$ cat config.mk
export PLATFORM = sky130hd
export DESIGN_NAME = cmd_responder
export DESIGN_NICKNAME = d
export VERILOG_FILES = /design/src/rtl/cmd_responder_pkg.sv /design/src/rtl/cmd_responder_resp_timeout.sv /design/src/rtl/cmd_responder.sv
export SDC_FILE = /design/constraint.sdc
export NUM_CORES = 1
export LEC_CHECK = 0
export BUFFER_PORTS_ARGS = -buffer_cell sky130_fd_sc_hd__buf_4
export CORE_MARGIN = 1
export CORE_UTILIZATION = 37
export CTS_BUF_LIST = sky130_fd_sc_hd__clkbuf_8
export DETAILED_ROUTE_END_ITERATION = 12
export GPL_ROUTABILITY_DRIVEN = 0
export PLACE_DENSITY = 0.56
export SYNTH_ARGS = -nofsm -noshare
export SYNTH_HDL_FRONTEND = slang
export SYNTH_HIERARCHICAL = 1
export SYNTH_SLANG_ARGS = --single-unit
$ cat constraint.sdc
create_clock -name clk -period 4 [get_ports clk]
set_input_delay 0.6 -clock clk [delete_from_list [all_inputs] [get_ports clk]]
set_output_delay 0.6 -clock clk [all_outputs]
set_load 0.01 [all_outputs]
$ cat src/rtl/cmd_responder_pkg.sv
// cmd_responder_pkg: shared FSM states, response byte defaults and opcode limit
package cmd_responder_pkg;
  typedef enum logic [1:0] {IDLE, WAIT_EXEC, SEND_RESP, WAIT_TX} state_t;
  localparam logic [7:0] ACK_DEF = 8'hA5;
  localparam logic [7:0] NAK_DEF = 8'hEE;
  localparam logic [3:0] OPC_MAX = 4'h7;
  function automatic logic opc_ok(input logic [3:0] opc);
    return opc <= OPC_MAX;
  endfunction
endpackage

$ cat src/rtl/cmd_responder_resp_timeout.sv
// resp_timeout: execution watchdog that holds at its last count instead of wrapping
module resp_timeout #(
  parameter int TIMEOUT_CYC = 1000000
) (
  input  logic clk,
  input  logic rst_n,
  input  logic clr,
  input  logic en,
  output logic expire
);
  localparam int W = TIMEOUT_CYC > 1 ? $clog2(TIMEOUT_CYC) : 1;
  localparam logic [W-1:0] LAST = W'(TIMEOUT_CYC - 1);
  logic [W-1:0] cnt;
  assign expire = en && cnt == LAST;
  always_ff @(posedge clk or negedge rst_n)
    if (!rst_n) cnt <= '0;
    else if (clr) cnt <= '0;
    else if (en && cnt != LAST) cnt <= cnt + 1'b1;
endmodule

$ cat src/rtl/cmd_responder.sv
// cmd_responder: accepts UART commands, hands valid ones to an executor and sends back ACK/NAK
module cmd_responder
  import cmd_responder_pkg::*;
#(
  parameter int         TIMEOUT_CYC = 1000000,
  parameter logic [7:0] ACK         = ACK_DEF,
  parameter logic [7:0] NAK         = NAK_DEF
) (
  input  logic        clk,
  input  logic        rst_n,
  input  logic        cmd_rdy,
  input  logic [15:0] cmd,
  output logic        clr_cmd_rdy,
  output logic        trmt,
  output logic [7:0]  resp,
  input  logic        tx_done,
  output logic        cmd_vld,
  output logic [15:0] cmd_out,
  input  logic        cmd_done,
  input  logic        cmd_err,
  output logic        busy,
  output logic [7:0]  nak_cnt
);
  state_t state, state_nx;
  logic [7:0] resp_nx;
  logic expire;
  assign busy = state != IDLE;
  assign cmd_vld = state == WAIT_EXEC;
  assign trmt = state == SEND_RESP;
  // gated by rst_n so a pending command is not consumed while held in reset
  assign clr_cmd_rdy = rst_n && state == IDLE && cmd_rdy;
  resp_timeout #(.TIMEOUT_CYC(TIMEOUT_CYC)) u_tmo (
    .clk,
    .rst_n,
    .clr(!cmd_vld),
    .en(cmd_vld),
    .expire
  );
  always_comb begin
    state_nx = state;
    resp_nx = resp;
    case (state)
      IDLE: if (cmd_rdy) begin
        state_nx = opc_ok(cmd[15:12]) ? WAIT_EXEC : SEND_RESP;
        resp_nx = opc_ok(cmd[15:12]) ? resp : NAK;
      end
      WAIT_EXEC: if (cmd_done || expire) begin
        state_nx = SEND_RESP;
        resp_nx = cmd_done && !cmd_err ? ACK : NAK;
      end
      SEND_RESP: state_nx = WAIT_TX;
      WAIT_TX: state_nx = tx_done ? IDLE : WAIT_TX;
    endcase
  end
  always_ff @(posedge clk or negedge rst_n)
    if (!rst_n) begin
      state <= IDLE;
      resp <= 8'h00;
      cmd_out <= 16'h0000;
      nak_cnt <= 8'h00;
    end else begin
      state <= state_nx;
      resp <= resp_nx;
      if (clr_cmd_rdy) cmd_out <= cmd;
      if (state == WAIT_TX && tx_done && resp == NAK && nak_cnt != 8'hFF) nak_cnt <= nak_cnt + 8'd1;
    end
endmodule

==> flow_summary.json <==
{
  "diodes": 0,
  "io_pins": 58,
  "outcome": "complete, no violations",
  "die_y_um": 83.33,
  "synthCells": 219,
  "path_clk_slew_ns": 0.09,
  "max_stage_delay_ns": 0.40,
  "antenna_found_initial": 0,
  "ir_worst_vdd_mv": 0.2605,
  "p_leak_nw": 1.327,
  "cp-end-kind": "flip-flop",
  "tritoncts": "built",
  "path_cells": "inv_1 > nand2_1 > buf_4 > inv_1 > and4_1 > nand3_1 > nor2_1 > o21ai_0 > o21ai_0 > and2_1 > or2_2",
  "grt_usage_pct": 14.87,
  "timing.rr.end": "resp[5]",
  "synth.most_common_cell": "dfrtp_1",
  "drt-total-wl_um": 4852,
  "wl_per_cell_um": 13.75,
  "syn2layout_area_growth_pct": 22.75,
  "min_path_type": "input port to asynchronous set/reset pin",
  "placed_cells": 345,
  "avgSynthCellArea_um2": 11.18,
  "dp_hpwl_um": 3549,
  "start_util_pct": 38.54,
  "overflow": 0,
  "ff2ff_path_depth": 11,
  "die_w_um": 83.33,
  "top_layer_used": "met4",
  "nNetsFinal": 299,
  "die_area_mm2": 0.006944,
  "min_period_ns": 2.407,
  "slew_viol_final": 0,
  "skew_ns": 0.004553,
  "cap_viol_max_count": 0,
  "route.met3.wl_um": 208,
  "ys_top_cells_by_count": "dfrtp_1 (49), nor2_1 (22), nand2_1 (17), mux2_1 (10)",
  "slowest_stage": "dfrtp_1",
  "crit_fanout": 22,
  "port-buffer-count": 56,
  "synth.net_count": 243,
  "ys_seq_area_share_pct": 50.10,
  "setup_viol": 0,
  "cp-start-kind": "flip-flop",
  "via_count": 1735,
  "place_ws_ns": 1.579,
  "grt_pass1_wl_um": 8231,
  "synth_edf_count": 0,
  "max_clock_freq_mhz": 415.5,
  "clock_sinks": 49,
  "drt-initial-drc-count": 21,
  "synth_top_area_share_pct": 50.10,
  "reg2reg_from": "state[1]",
  "fin_ws_ns": 1.593,
  "via_per_inst": 4.915,
  "final_hold_viol_count": 0,
  "startpoint": "state[1]",
  "p_per_area_mw_per_mm2": 547.7,
  "cts_setup_buffers": 0,
  "period_share_pct": 60.16,
  "crit_required_ns": 4.19,
  "totalNegativeSetupSlack_ns": 0,
  "met1_length_um": 2279,
  "clockBufferDepth": 2,
  "postCtsResizedCells": 0,
  "drc": 0,
  "arrival_ns": 2.60,
  "hold_buffers": 0,
  "yosysWarningCount": 6,
  "ys_seq_elements": 49,
  "antenna_left": 0,
  "ff2ff_setup_slack_ns": 1.59,
  "tightestPinTransition_ns": 0.6109,
  "synth_cell_types": 49,
  "grt_pass1_vias": 1716,
  "dominantRegCellSynth": "dfrtp_1",
  "core.rowCount": 29,
  "dr_wl_met2_um": 2302,
  "cts_buffers": 5,
  "synth.area.top_cells": "dfrtp_1 (50%), mux2_1 (4.6%), mux2_2 (3.7%), nor2_1 (3.4%), xnor2_1 (3.2%)",
  "core_mm2": 0.006350,
  "worstSkewPairLatency_ns": 0.30,
  "drtPass1Iterations": 4,
  "cts-root-buf": "clkbuf_8",
  "drive_above_1_share_pct": 34.06,
  "async_reset_ff_share_pct": 100.0,
  "synth_top_cell_by_area": "dfrtp_1",
  "crit_type": "flip-flop to flip-flop",
  "syn_area_mm2": 0.002447,
  "slew_headroom_pct": 59.27,
  "grt_start_max_net_pins": 50,
  "stdcell_count": 353,
  "rsz0062_at_grt": "false",
  "htree_levels": 2,
  "cp-endpoint": "resp[5]"
}
==> cells in the final DEF (no fill, tap or decap), drive strengths merged, types with 2 or more instances in the layout <==
| master | synthesis | layout |
|---|---|---|
| o211ai | 2 | 2 |
| nor2 | 23 | 23 |
| nor3 | 4 | 4 |
| mux2 | 18 | 18 |
| xnor2 | 9 | 9 |
| o21a | 2 | 2 |
| inv | 7 | 8 |
| a21oi | 5 | 5 |
| ha | 2 | 2 |
| nand2 | 17 | 17 |
| dfrtp | 49 | 49 |
| nor4 | 3 | 3 |
| o21ai | 9 | 9 |
| buf | 7 | 58 |
| nand3 | 9 | 9 |
| o31ai | 3 | 3 |
| nor2b | 2 | 2 |
| and3 | 7 | 7 |
| mux2i | 2 | 2 |
| nand4 | 5 | 5 |
| or4 | 4 | 4 |
| nand3b | 2 | 2 |
| and2 | 2 | 2 |
| clkbuf | 1 | 5 |
| and4 | 4 | 4 |
| xor2 | 9 | 9 |
| or2 | 5 | 5 |
==> final cells by class <==
cell class	instances	area [µm²]
clock inverters	3	21.27
inverters	7	26.28
multi-input cells	154	1130
well taps	77	96.34
flip-flops and latches	49	1226
fillers	613	3346
clock buffers	5	68.82
repair buffers	58	435.4
==> registers in the layout, summed over array words and instances, names as in the netlist <==
register and flops:
u_tmo/cnt 20, cmd_out 16, nak_cnt 8, resp 3
state 2
==> cell families after synthesis <==
kind of cell               after synthesis  share of synthesized area [%]
muxes                                   20                          9.100
and+or+nand+nor                         90                          23.16
DFF                                     49                          50.10
buffers and inverters                   16                          3.732
other                                    1                         0.1532
AOI/OAI and AO/OA                       23                          6.288
xor gates and xnor gates                18                          6.442
adders and majority gates                2                          1.022
==> per-stage QoR <==
| stage | hold WS [ns] | power, mW | util, % | instance area, µm² |
|---|---|---|---|---|
| CTS | 0.4420 | 1.677 | 47.31 | 3004 |
| global route | 0.4712 | 1.753 | 47.31 | 3004 |
| floorplan | 0.3044 | 1.078 | - | 2447 |
| finish | 0.4150 | 1.645 | 47.31 | 3004 |
| detailed placement | 0.4762 | 1.377 | 45.89 | 2914 |
| global placement | 0.4703 | 1.362 | 45.89 | 2914 |
==> layer usage <==
layer | vias up | global-route usage (%)
li1 | 870 | -
met3 | 7 | 4.076
met1 | 826 | 18.89
met5 | - | 0
met2 | 32 | 24.44
met4 | 0 | 5.016
==> worst min path at each step <==
stage	cells past startpoint	slack, ns	to	startpoint
5_1_grt	2	0.47	cmd_out[10]	rst_n
2_1_floorplan	0	0.30	cmd_out[0]	rst_n
3_3_place_gp	1	0.47	cmd_out[6]	cmd_out[6]
3_5_place_dp	1	0.48	cmd_out[3]	cmd_out[3]
6_report	2	0.42	cmd_out[5]	rst_n
4_1_cts	2	0.44	cmd_out[11]	rst_n
==> critical path, delay by kind of cell (launching register included) <==
family	cells	cell delay [ns]
simple gates	6	1.03
buf+inv	3	0.54
flops	1	0.40
compound gates	2	0.32
==> report_power, final <==
group          internal (mW)  switching (mW)  leakage (nW)  total, mW
Combinational          0.317           0.300         0.656      0.617
Sequential             0.627           0.106         0.627      0.734
Clock                  0.124           0.170        0.0445      0.294
(Power assumes the default switching activity.)
